`config.mk`:
```
export PLATFORM = sky130hd
export DESIGN_NAME = mem_access_stage
export DESIGN_NICKNAME = d
export VERILOG_FILES = /design/src/rtl/mem_access_stage.sv
export SDC_FILE = /design/constraint.sdc
export NUM_CORES = 1
export LEC_CHECK = 0
export BUFFER_PORTS_ARGS = -buffer_cell sky130_fd_sc_hd__buf_2
export CELL_PAD_IN_SITES_DETAIL_PLACEMENT = 1
export CELL_PAD_IN_SITES_GLOBAL_PLACEMENT = 2
export CORE_MARGIN = 3
export CORE_UTILIZATION = 27
export DETAILED_ROUTE_END_ITERATION = 16
export HOLD_SLACK_MARGIN = 0.05
export PLACE_DENSITY_LB_ADDON = 0.12
export SKIP_LAST_GASP = 1
export SYNTH_ARGS = -nofsm -noshare
export SYNTH_HDL_FRONTEND = slang
export SYNTH_SLANG_ARGS = --single-unit
export TNS_END_PERCENT = 100
```
`constraint.sdc`:
```
create_clock -name clk -period 1.8 [get_ports clk]
set_clock_uncertainty 0.1 [all_clocks]
set_input_delay 0.18 -clock clk [delete_from_list [all_inputs] [get_ports clk]]
set_output_delay 0.18 -clock clk [all_outputs]
set_load 0.02 [all_outputs]
```
`src/rtl/mem_access_stage.sv`:
```
// Memory-access stage: registers execute outputs, runs data-bus loads/stores,
// aligns load data and hands a single-cycle result to write-back.
module mem_access_stage #(
  parameter int BUS_TIMEOUT = 255,
  parameter int TO_W        = 8
) (
  input  logic        clk,
  input  logic        rst_n,
  input  logic        ex_valid,
  input  logic [13:0] control_word_ex,
  input  logic [31:0] ALU_result,
  input  logic [31:0] calculated_adr,
  input  logic [31:0] regfileb_ex,
  input  logic        flush,
  output logic        mem_stall,
  output logic        dmem_req,
  output logic        dmem_we,
  output logic [31:0] dmem_addr,
  output logic [31:0] dmem_wdata,
  output logic [3:0]  dmem_wstrb,
  input  logic        dmem_ready,
  input  logic [31:0] dmem_rdata,
  output logic        wb_valid,
  output logic        wb_rf_we,
  output logic [4:0]  wb_rd,
  output logic [31:0] wb_data,
  output logic        redirect,
  output logic [31:0] redirect_adr,
  output logic        misalign_err,
  output logic        bus_err
);

  typedef enum logic {IDLE, ACCESS} state_t;

  state_t state, state_nx;

  logic [TO_W-1:0] to_cnt;

  logic       br_taken, rf_wb, mem_we, pc_src;
  logic [1:0] wb_src;
  logic [4:0] rd;
  logic [2:0] funct3;

  assign br_taken = control_word_ex[13];
  assign rf_wb    = control_word_ex[12];
  assign mem_we   = control_word_ex[11];
  assign wb_src   = control_word_ex[10:9];
  assign pc_src   = control_word_ex[8];
  assign rd       = control_word_ex[7:3];
  assign funct3   = control_word_ex[2:0];

  logic accept, is_load, is_mem, misal;
  logic done, tmo;

  assign mem_stall = (state == ACCESS);
  assign dmem_req  = (state == ACCESS);
  assign accept    = ex_valid & ~mem_stall & ~flush;
  assign is_load   = rf_wb & (wb_src == 2'b01) & ~mem_we;
  assign is_mem    = is_load | mem_we;
  assign misal     = funct3[1] ? |calculated_adr[1:0]
                               : (funct3[0] & calculated_adr[0]);

  assign done = (state == ACCESS) & dmem_ready;
  assign tmo  = (state == ACCESS) & ~dmem_ready
              & (to_cnt == TO_W'(BUS_TIMEOUT - 1));

  // State of the access in flight
  logic       a_load, a_rf_wb, a_kill;
  logic [4:0] a_rd;
  logic [2:0] a_f3;
  logic [1:0] a_off;

  logic [31:0] byte_sh, half_sh, ld_data;

  always_comb begin
    byte_sh = dmem_rdata >> {a_off, 3'b000};
    half_sh = dmem_rdata >> {a_off[1], 4'b0000};
    ld_data = dmem_rdata;
    unique case (a_f3)
      3'b000:  ld_data = {{24{byte_sh[7]}}, byte_sh[7:0]};
      3'b100:  ld_data = {24'h0, byte_sh[7:0]};
      3'b001:  ld_data = {{16{half_sh[15]}}, half_sh[15:0]};
      3'b101:  ld_data = {16'h0, half_sh[15:0]};
      default: ld_data = dmem_rdata;
    endcase
  end

  logic [31:0] st_data;
  logic [3:0]  st_strb;

  always_comb begin
    st_data = regfileb_ex;
    st_strb = 4'b1111;
    unique case (funct3)
      3'b000: begin
        st_data = {4{regfileb_ex[7:0]}};
        st_strb = 4'b0001 << calculated_adr[1:0];
      end
      3'b001: begin
        st_data = {2{regfileb_ex[15:0]}};
        st_strb = 4'b0011 << calculated_adr[1:0];
      end
      default: begin
        st_data = regfileb_ex;
        st_strb = 4'b1111;
      end
    endcase
  end

  always_ff @(posedge clk or negedge rst_n) begin
    if (!rst_n) state <= IDLE;
    else        state <= state_nx;
  end

  always_comb begin
    state_nx = state;
    unique case (state)
      IDLE:    if (accept && is_mem && !misal) state_nx = ACCESS;
      ACCESS:  if (done || tmo) state_nx = IDLE;
      default: state_nx = IDLE;
    endcase
  end

  always_ff @(posedge clk or negedge rst_n) begin
    if (!rst_n) begin
      to_cnt       <= '0;
      a_load       <= 1'b0;
      a_rf_wb      <= 1'b0;
      a_kill       <= 1'b0;
      a_rd         <= '0;
      a_f3         <= '0;
      a_off        <= '0;
      dmem_we      <= 1'b0;
      dmem_addr    <= '0;
      dmem_wdata   <= '0;
      dmem_wstrb   <= '0;
      wb_valid     <= 1'b0;
      wb_rf_we     <= 1'b0;
      wb_rd        <= '0;
      wb_data      <= '0;
      redirect     <= 1'b0;
      redirect_adr <= '0;
      misalign_err <= 1'b0;
      bus_err      <= 1'b0;
    end else begin
      wb_valid     <= 1'b0;
      wb_rf_we     <= 1'b0;
      redirect     <= 1'b0;
      misalign_err <= 1'b0;
      bus_err      <= 1'b0;
      if (accept) begin
        redirect     <= br_taken | pc_src;
        redirect_adr <= calculated_adr;
        if (is_mem && misal) begin
          wb_valid     <= 1'b1;
          wb_rd        <= rd;
          wb_data      <= '0;
          misalign_err <= 1'b1;
        end else if (is_mem) begin
          to_cnt     <= '0;
          a_kill     <= 1'b0;
          a_load     <= is_load;
          a_rf_wb    <= rf_wb;
          a_rd       <= rd;
          a_f3       <= funct3;
          a_off      <= calculated_adr[1:0];
          dmem_we    <= mem_we;
          dmem_addr  <= {calculated_adr[31:2], 2'b00};
          dmem_wdata <= st_data;
          dmem_wstrb <= mem_we ? st_strb : 4'b0000;
        end else begin
          wb_valid <= 1'b1;
          wb_rf_we <= rf_wb;
          wb_rd    <= rd;
          wb_data  <= ALU_result;
        end
      end
      if (state == ACCESS) begin
        if (flush) a_kill <= 1'b1;
        if (!dmem_ready) to_cnt <= to_cnt + TO_W'(1);
        // A flushed access still finishes on the bus, but retires silently
        if (done) begin
          wb_valid <= ~a_kill & ~flush;
          wb_rf_we <= a_load & a_rf_wb & ~a_kill & ~flush;
          wb_rd    <= a_rd;
          wb_data  <= a_load ? ld_data : 32'h0;
        end else if (tmo) begin
          bus_err  <= 1'b1;
          wb_valid <= ~a_kill & ~flush;
          wb_rd    <= a_rd;
          wb_data  <= '0;
        end
      end
    end
  end

endmodule

```
==> out/metrics.cfg, run 1 <==
[status]
status = complete, but fails checks
violations = negative setup slack

[placed_design]
io_buffers = 289
gp_congestion = 0.7791
dp_hpwl_um = 20550
place_ws_ps = -129.2

[worst_setup_path]
r2r_start = dmem_req
r2r-end = dmem_addr[14]
slowest_delay_ps = 440
path_cells = nor3b_4 > o2111ai_4 > buf_12 > mux2_1
crit_family = flip-flops
worst-path-buf-inv = 1
worst_setup_path_start_kind = flop
crit_required_ps = 2010
crit_type = reg2reg
crit_fanout = 37
cp.arrival_ps = 2030
startpoint = dmem_req
cp-end-kind = flop
reg2reg_depth = 4
r2r_slack_ps = -20
slowest_stage = dfrtp_2

[floorplanning]
dieArea_um2 = 31090
fp-row-count = 61
coreArea_um2 = 28160
dieWidth_um = 176.3
die_h_um = 176.3
ios = 292
start_util = 0.2781

[logic_synthesis]
synthMuxAreaShare = 0.1153
ys_top_cells_by_count = 163 x dfrtp_1, 145 x nand2_1, 97 x o21ai_0, 48 x mux2_1, 37 x inv_1
syn_area_um2 = 7833
synth.distinct_cells = 59
synth_edf_count = 0
synth.most_common_cell = dfrtp_1
synth_seq_cells = 163
synth_top_family_by_area = compound AO/OA/AOI/OAI gates
synth_top_area_cell = dfrtp_1
syn_inst = 772
synth_compound_area_frac = 0.1681
synth.avg_cell_area_um2 = 10.15
synth_top_cell_area_share = 0.5208
ys_seq_area_frac = 0.5208
synth_top_cells_by_area = dfrtp_1 52%, nand2_1 6.9%, mux2_1 6.9%
ys_warn_count = 0
ys.flop_type = dfrtp_1
synth_fa_ha_area_frac = 0.003195
async_reset_ff_frac = 1.000
synth_xor_area_frac = 0.001118
synthSimpleGateAreaFrac = 0.1377

[drt]
routed_wl_um = 30150
drt_iter0_markers = 283
final_antenna_net_count = 0
vias = 7602
post-route-drc-count = 0
avgRoutedWirePerCell_um = 18.70
vias_per_cell = 4.716
firstDrtPassIters = 4

[timing]
slew_violations = 0
hold_ws_ps = 70.18
finalSetupViolations = 1
period_minus_slack_ps = 1816
period_share = 1.009
hold_violations = 0
fmax_mhz = 550.8
rsz0062_at_grt = true
setup_ws_ps = -15.66

[clock_tree]
cts_buffer_depth = 2
cts.htree.levels = 4
clkTransAtPathRegs_ps = 70
cts_buffers = 17
root_buffer = clkbuf_16
cts_sinks = 163
worstSkewPairLatency_ps = 430
cts_tree = done

[layout]
seq_area_um2 = 4080
final_nets = 1369
fill_cells = 3172
multiInputGateArea_um2 = 3431
syn_to_final_growth_pct = 56.87
drive_gt1_frac = 0.3325

[global_routing]
grt_first_pass_wirelength_um = 46450
grt_pass1_vias = 8286
track_usage = 0.1899
antenna_found_initial = 4
grt-ovfl-total = 0
grt_max_degree = 60

[worst_hold_path]
min_to = redirect_adr[0]
holdPathStages = 4
worstHoldStart = calculated_adr[0]
hold_class = in2reg

[pwr]
power_density_nw_per_um2 = 1107
irDropWorstVdd_v = 0.0005036
p_leak_nw = 5.959

[job]
maxCapViolCount = 0

[placed cells by master, fill, tap and decap left out, types with 7 or more instances in the layout]
master	instances
o21ai_1	15
dfrtp_1	162
a22o_1	23
o21ai_0	83
mux2i_1	25
nor2_1	13
dlygate4sd3_1	135
nor3_1	13
a32oi_1	30
a32o_1	7
inv_1	37
buf_12	15
mux2_1	47
buf_2	289
buf_4	35
a21oi_1	8
nand2b_1	31
clkbuf_16	21
nand2_1	145
nand3_1	12
[layout make-up]
cell class / instances / area share
Antenna cell: 1 / 0.0002037
Clock buffer: 17 / 0.03462
Clock inverter: 15 / 0.01690
Inverter: 37 / 0.01130
Multi-Input combinational cell: 517 / 0.2792
Sequential cell: 163 / 0.3321
Tap cell: 378 / 0.03849
Timing Repair Buffer: 484 / 0.2872
[logic make-up after synthesis]
| family | after synthesis |
|---|---|
| and+or+nand+nor | 235 |
| AOI/OAI and AO/OA | 195 |
| DFF | 163 |
| buffers and inverters | 93 |
| muxes | 82 |
| adders and majority gates | 2 |
| other | 1 |
| xor gates and xnor gates | 1 |
[stage by stage]
stage	std cells	power, W	TNS [ps]	util	area [um^2]
after floorplan	773	0.007582	-1493	-	7874
after global placement	1432	0.009387	-2275	0.3571	10060
after detailed placement	1432	0.009464	-1983	0.3571	10060
after CTS	1601	0.01369	-7.016	0.4287	12070
after global routing	1612	0.01446	-2064	0.4363	12290
final	1612	0.01360	-15.66	0.4363	12290
[worst reg2reg max path, delay by kind of cell, from the launching register on]
kind | cells | cell delay (ps)
AOI/OAI and AO/OA | 1 | 230
buffers and inverters | 1 | 250
DFF | 1 | 440
and+or+nand+nor | 1 | 280
muxes | 1 | 400
[report_power, final]
group          total, W  leakage [nW]  switching, W  internal [W]
Clock           0.00391         0.307       0.00188       0.00203
Combinational   0.00463          3.63       0.00269       0.00195
Sequential      0.00506          2.02      0.000545       0.00452
Total            0.0136          5.96       0.00511       0.00849
[how the worst max path moves through the flow]
stage          slack (ps)  cells past startpoint             end
2_1_floorplan         -20                      5         a_f3[2]
5_1_grt              -100                      5  dmem_wdata[14]
3_5_place_dp         -130                      4     wb_data[31]
6_report              -20                      4   dmem_addr[14]
3_3_place_gp         -150                      4     wb_data[17]
4_1_cts                -7                      5      wb_data[1]
[metal layers]
| layer | routed length, um | vias to the layer above | GRT usage |
|---|---|---|---|
| met4 | 387 | 6 | 0.04553 |
| met1 | 13110 | 3740 | 0.2366 |
| met2 | 15000 | 210 | 0.3282 |
| li1 | - | 3614 | - |
| met5 | 36 | - | 0 |
| met3 | 1617 | 32 | 0.05075 |
[registers in the layout, indices dropped and copies added (netlist names), 3 cells and up]
register / cells
wb_data: 32
redirect_adr: 32
wb_rd: 5
dmem_addr: 30
to_cnt: 8
dmem_wstrb: 4
dmem_wdata: 32
a_f3: 3
a_rd: 5
[what timing repair did]
| action | in CTS | in global routing |
|---|---|---|
| endpoints found under the hold margin | 285 | 0 |
| cloned | 0 | 5 |
| endpoints found under the setup margin | 18 | 95 |
| buffers inserted | 1 | 6 |
| pin swaps | 1 | 22 |
| hold buffers | 136 | 0 |
| gates resized for setup | 2 | 28 |
(Power assumes the default switching activity.)
==> run 2: changes to the inputs <==
--- a/config.mk
+++ b/config.mk
@@ -8,8 +8,9 @@
 export BUFFER_PORTS_ARGS = -buffer_cell sky130_fd_sc_hd__buf_2
 export CELL_PAD_IN_SITES_DETAIL_PLACEMENT = 1
 export CELL_PAD_IN_SITES_GLOBAL_PLACEMENT = 2
-export CORE_MARGIN = 3
+export CORE_MARGIN = 4
 export CORE_UTILIZATION = 27
+export CTS_CLUSTER_DIAMETER = 200
 export DETAILED_ROUTE_END_ITERATION = 16
 export HOLD_SLACK_MARGIN = 0.05
 export PLACE_DENSITY_LB_ADDON = 0.12
==> run 2 against run 1 <==
The run still ends with negative setup slack left. Clock power fell by 5.6%. Final area increased by 1.8%. Global-route usage about the same. Final cell count grew 0.81%. Register-to-register slack barely moved. Hold slack lost 18 ps. Die area up 2.3%. Wire length increased by 4.2%. Sequential cell count did not move. Combinational power rose by 4.5%. Sequential share of layout area is 0.58 points lower. Power fell by 0.15%. Critical endpoint is now a_rd[1].
==> out/metrics.cfg, run 2 (synthesis results as in run 1) <==
[layout]
final_common_cell = buf_2
final_cell_area_um2 = 12510
antennaDiodeCount = 0
drive_gt1_frac = 0.3586
fill_cells = 3226
syn_to_final_growth_pct = 59.68
layout_common_cells = 286 x buf_2, 162 x dfrtp_1, 144 x nand2_1
final_nets = 1377
top_regs = dmem_wdata x32, redirect_adr x32, wb_data x32
fin_util = 0.4369

[pwr]
p_leak_nw = 6.142
irDropWorstVdd_v = 0.0004630
power_density_nw_per_um2 = 1086

[worst_setup_path]
crit_type = reg2reg
r2r_start = dmem_req
crit_required_ps = 2010
worst-path-buf-inv = 2
worst_setup_path_start_kind = flop
endpoint = a_rd[1]
crit_family = flip-flops
startpoint = dmem_req
cp.arrival_ps = 2030
reg2reg_depth = 5
r2r-end = a_rd[1]
crit_fanout = 7
r2r_slack_ps = -20
cp.depth = 5
slowest_delay_ps = 440
cp-end-kind = flop
slowest_stage = dfrtp_2
path_cells = nor3b_4 > o2111ai_4 > buf_12 > clkbuf_16 > mux2_4

[drt]
avgRoutedWirePerCell_um = 19.34
post-route-drc-count = 0
vias = 7564
final_antenna_net_count = 0
routed_wl_um = 31430
firstDrtPassIters = 4
vias_per_cell = 4.655
drt_iter0_markers = 287

[clock_tree]
clkTransAtPathRegs_ps = 70
root_buffer = clkbuf_16
cts.htree.levels = 4
cts_buffer_depth = 2
worstSkewPairLatency_ps = 420
cts_tree = done
cts_buffers = 17
cts_sinks = 163

[floorplanning]
coreArea_um2 = 28630
die_h_um = 178.3
dieWidth_um = 178.3
ios = 292
dieArea_um2 = 31800
start_util = 0.2736
fp-row-count = 62

[timing]
fmax_mhz = 549.9
finalSetupViolations = 11
rsz0062_at_grt = true
setup_ws_ps = -18.40
period_minus_slack_ps = 1818
period_share = 1.010
hold_violations = 0
setup_tns_ps = -105.6
slew_violations = 0

[placed_design]
dp_hpwl_um = 21080
placed_area_um2 = 10030
io_buffers = 289
gp_congestion = 0.7899

[global_routing]
grt-ovfl-total = 0
grt_pass1_vias = 8197
track_usage = 0.1899
grt_max_degree = 48
antenna_found_initial = 2
grt_first_pass_wirelength_um = 47020

[status]
violations = negative setup slack
status = complete, but fails checks

[worst_hold_path]
hold_class = in2reg
holdPathStages = 4

[job]
maxCapViolCount = 0

## run 2: cell types whose count changed in the layout (fill, tap and decap cells not counted), sizes merged
cell,change
clkbuf,+5
bufinv,-1
buf,+2
clkinv,-1
clkinvlp,+2
diode,-1
dlygate4sd3,+1
## run 2: timing repair
| item | 4_1_cts | 5_1_grt |
|---|---|---|
| gates resized for setup | 1 | 76 |
| endpoints found under the hold margin | 306 | 0 |
| buffers inserted | 1 | 8 |
| hold buffers | 137 | 0 |
| pin swaps | 1 | 5 |
| gates cloned | 0 | 11 |
| endpoints found under the setup margin | 17 | 82 |
## run 2: tightest hold or removal path: cells and delay by family
| kind | cells | cell delay [ps] |
|---|---|---|
| AO/OA/AOI/OAI | 3 | 290 |
| buffers and inverters | 1 | 80 |
## run 2: where the power goes
group          switching (W)  total (W)  internal [W]  leakage, nW
Clock                0.00182    0.00369       0.00186        0.283
Combinational        0.00274    0.00484       0.00210         3.84
Sequential          0.000540    0.00506       0.00452         2.02
Total                0.00510     0.0136       0.00848         6.14
## run 2: worst min-delay path by stage
stage	startpoint	end	slack [ps]
floorplan	rst_n	a_f3[0]	-220
global placement	rst_n	dmem_addr[25]	50
detailed placement	rst_n	dmem_addr[21]	40
CTS	ALU_result[1]	wb_data[1]	50
global route	flush	a_kill	80
finish	ALU_result[1]	wb_data[1]	50
## run 2: layer usage
layer	track usage	up-vias	routed length, um
li1	-	3626	-
met1	0.2344	3713	13660
met2	0.3334	202	15530
met3	0.05172	19	1895
met4	0.03902	4	331
met5	0	-	15
## run 2: through the flow
stage / setup WS, ps / cells / total power, W / hold WS, ps
2_1_floorplan: -23.58 / 773 / 0.007582 / -215.6
3_3_place_gp: -122.8 / 1437 / 0.009397 / 45.13
3_5_place_dp: -132.6 / 1437 / 0.009478 / 38.48
4_1_cts: 6.307 / 1607 / 0.01347 / 50.08
5_1_grt: -79.01 / 1625 / 0.01444 / 75.01
6_report: -18.40 / 1625 / 0.01358 / 52.63
## run 2: area by class of cell
type / count / area, um^2 / share of cell area
flip-flops and latches: 163 / 4080 / 0.3262
repair buffers: 492 / 3684 / 0.2945
multi-input cells: 517 / 3533 / 0.2825
well taps: 384 / 480.5 / 0.03842
clock buffers: 17 / 425.4 / 0.03401
clock inverters: 15 / 165.2 / 0.01321
inverters: 37 / 138.9 / 0.01110
==> run 3: changes to the inputs <==
==> constraint.sdc (replaced) <==
create_clock -name clk -period 1.8 [get_ports clk]
set_clock_uncertainty 0.1 [all_clocks]
set_input_delay 0.27 -clock clk [delete_from_list [all_inputs] [get_ports clk]]
set_output_delay 0.27 -clock clk [all_outputs]
set_load 0.02 [all_outputs]
==> run 3 against run 2 <==
Register-to-register slack improved by 30 ps. Utilization fell by 3.3 points. Largest cell class unchanged. Sequential share of layout area rose by 2.6 points. Worst setup slack improved by 28 ps. Hold slack improved by 5.9 ps. Final area fell by 7.5%. The run now ends clean. Largest power group unchanged. Global-route usage fell by 0.83 points. Power fell by 1.5%. Sequential power barely moved. First-iteration DRC count fell by 3.8%.
==> out/metrics.cfg, run 3 (synthesis results as in run 1) <==
[pwr]
irDropWorstVdd_v = 0.0005429
p_leak_nw = 5.633
power_density_nw_per_um2 = 1156

[timing]
slew_violations = 0
finalSetupViolations = 0
period_minus_slack_ps = 1790
slew_headroom = 0.5736
tightest_slew_ps = 639.6
setup_ws_ps = 9.517
rsz0062_at_grt = true
hold_violations = 0
fmax_mhz = 558.5
period_share = 0.9947

[placed_design]
place_ws_ps = -240.5
io_buffers = 289
gp_congestion = 0.7814
placed_area_um2 = 10070
dp_hpwl_um = 20690

[clock_tree]
cts_sinks = 163
cts_buffer_depth = 2
root_buffer = clkbuf_16
worstSkewPairLatency_ps = 430
cts_buffers = 17
cts.htree.levels = 4
cts_tree = done
clkTransAtPathRegs_ps = 80

[layout]
drive_gt1_frac = 0.3462
syn_to_final_growth_pct = 47.73
final_cell_area_um2 = 11570
top_regs = dmem_wdata x32, redirect_adr x32, wb_data x32
final_common_cell = buf_2
fin_util = 0.4042
layout_common_cells = 288 x buf_2, 162 x dfrtp_1, 145 x nand2_1
final_nets = 1303

[global_routing]
grt_max_degree = 106
grt-ovfl-total = 0
antenna_found_initial = 4
grt_first_pass_wirelength_um = 45160
grt_pass1_vias = 7830
track_usage = 0.1816

[drt]
maxUsedRoutingLayer = met5
final_antenna_net_count = 0
routed_wl_um = 29540
firstDrtPassIters = 4
wl_met3_um = 2121
avgRoutedWirePerCell_um = 19.01
wl_met1_um = 12590
vias = 7280
route.met2.wl_um = 14490
post-route-drc-count = 0
vias_per_cell = 4.685
drt_iter0_markers = 276

[floorplanning]
start_util = 0.2736
dieArea_um2 = 31800
die_h_um = 178.3
dieWidth_um = 178.3
coreArea_um2 = 28630
ios = 292
fp-row-count = 62

[status]
status = completed

[worst_setup_path]
worst_setup_path_start_kind = flop
crit_fanout = 5
crit_required_ps = 2020
crit_type = reg2reg
cp-end-kind = flop
cp.arrival_ps = 2010

[job]
maxCapViolCount = 0

[worst_hold_path]
hold_class = in2reg

[run 3: per-stage QoR]
| step | hold WS, ps | std cells | TNS, ps | total power (W) |
|---|---|---|---|---|
| final | 58.56 | 1554 | 0 | 0.01337 |
| after global placement | 198.5 | 1439 | -2493 | 0.009401 |
| after floorplan | -125.6 | 773 | -1493 | 0.007582 |
| after global routing | 53.53 | 1551 | -1283 | 0.01421 |
| after detailed placement | 191.1 | 1439 | -3568 | 0.009487 |
| after CTS | 50.92 | 1543 | 0 | 0.01350 |
[run 3: where the power goes]
group,internal [W],switching (W)
Combinational,0.00185,0.00266
Clock,0.00201,0.00182
Sequential,0.00452,0.000529
Total,0.00837,0.00500
[run 3: critical path: stages, from the launching register on]
cell	delay, ps
dfrtp_1	430
mux2_4	340
a22oi_2	310
buf_6	170
o21ai_0	90
a32o_1	240
[run 3: area by class of cell]
| class | instances | area (um^2) |
|---|---|---|
| Fill cell | 3320 | 17050 |
| Sequential cell | 163 | 4080 |
| Multi-Input combinational cell | 517 | 3405 |
| Timing Repair Buffer | 418 | 2850 |
| Tap cell | 384 | 480.5 |
| Clock buffer | 17 | 425.4 |
| Clock inverter | 15 | 183.9 |
| Inverter | 37 | 138.9 |
| Antenna cell | 3 | 7.507 |
[run 3: what timing repair did]
item                       4_1_cts  5_1_grt
setup endpoints to repair       19       40
hold buffers                    71        0
buffers inserted                 1        4
pin swaps                        1        7
gates resized for setup          2       20
hold endpoints to repair       267        0
cloned                           0        4
[run 3: final timing paths]
path / start / slack (ps) / endpoint / cells past startpoint
hold / removal: dmem_rdata[6] / 60 / wb_data[6] / 3
max in group asynchronous: rst_n / 710 / dmem_req / 3
setup / recovery: a_off[1] / 10 / wb_data[11] / 5
setup reg to reg: a_off[1] / 10 / wb_data[11] / 5
hold reg to reg: redirect_adr[15] / 370 / redirect_adr[15] / 2
min in group asynchronous: rst_n / 270 / redirect_adr[25] / 3
[run 3: layer usage]
| metal | global-route usage | vias up |
|---|---|---|
| met1 | 0.2290 | 3579 |
| met5 | 0 | - |
| met4 | 0.03646 | 8 |
| met2 | 0.3077 | 190 |
| met3 | 0.05744 | 23 |
| li1 | - | 3480 |
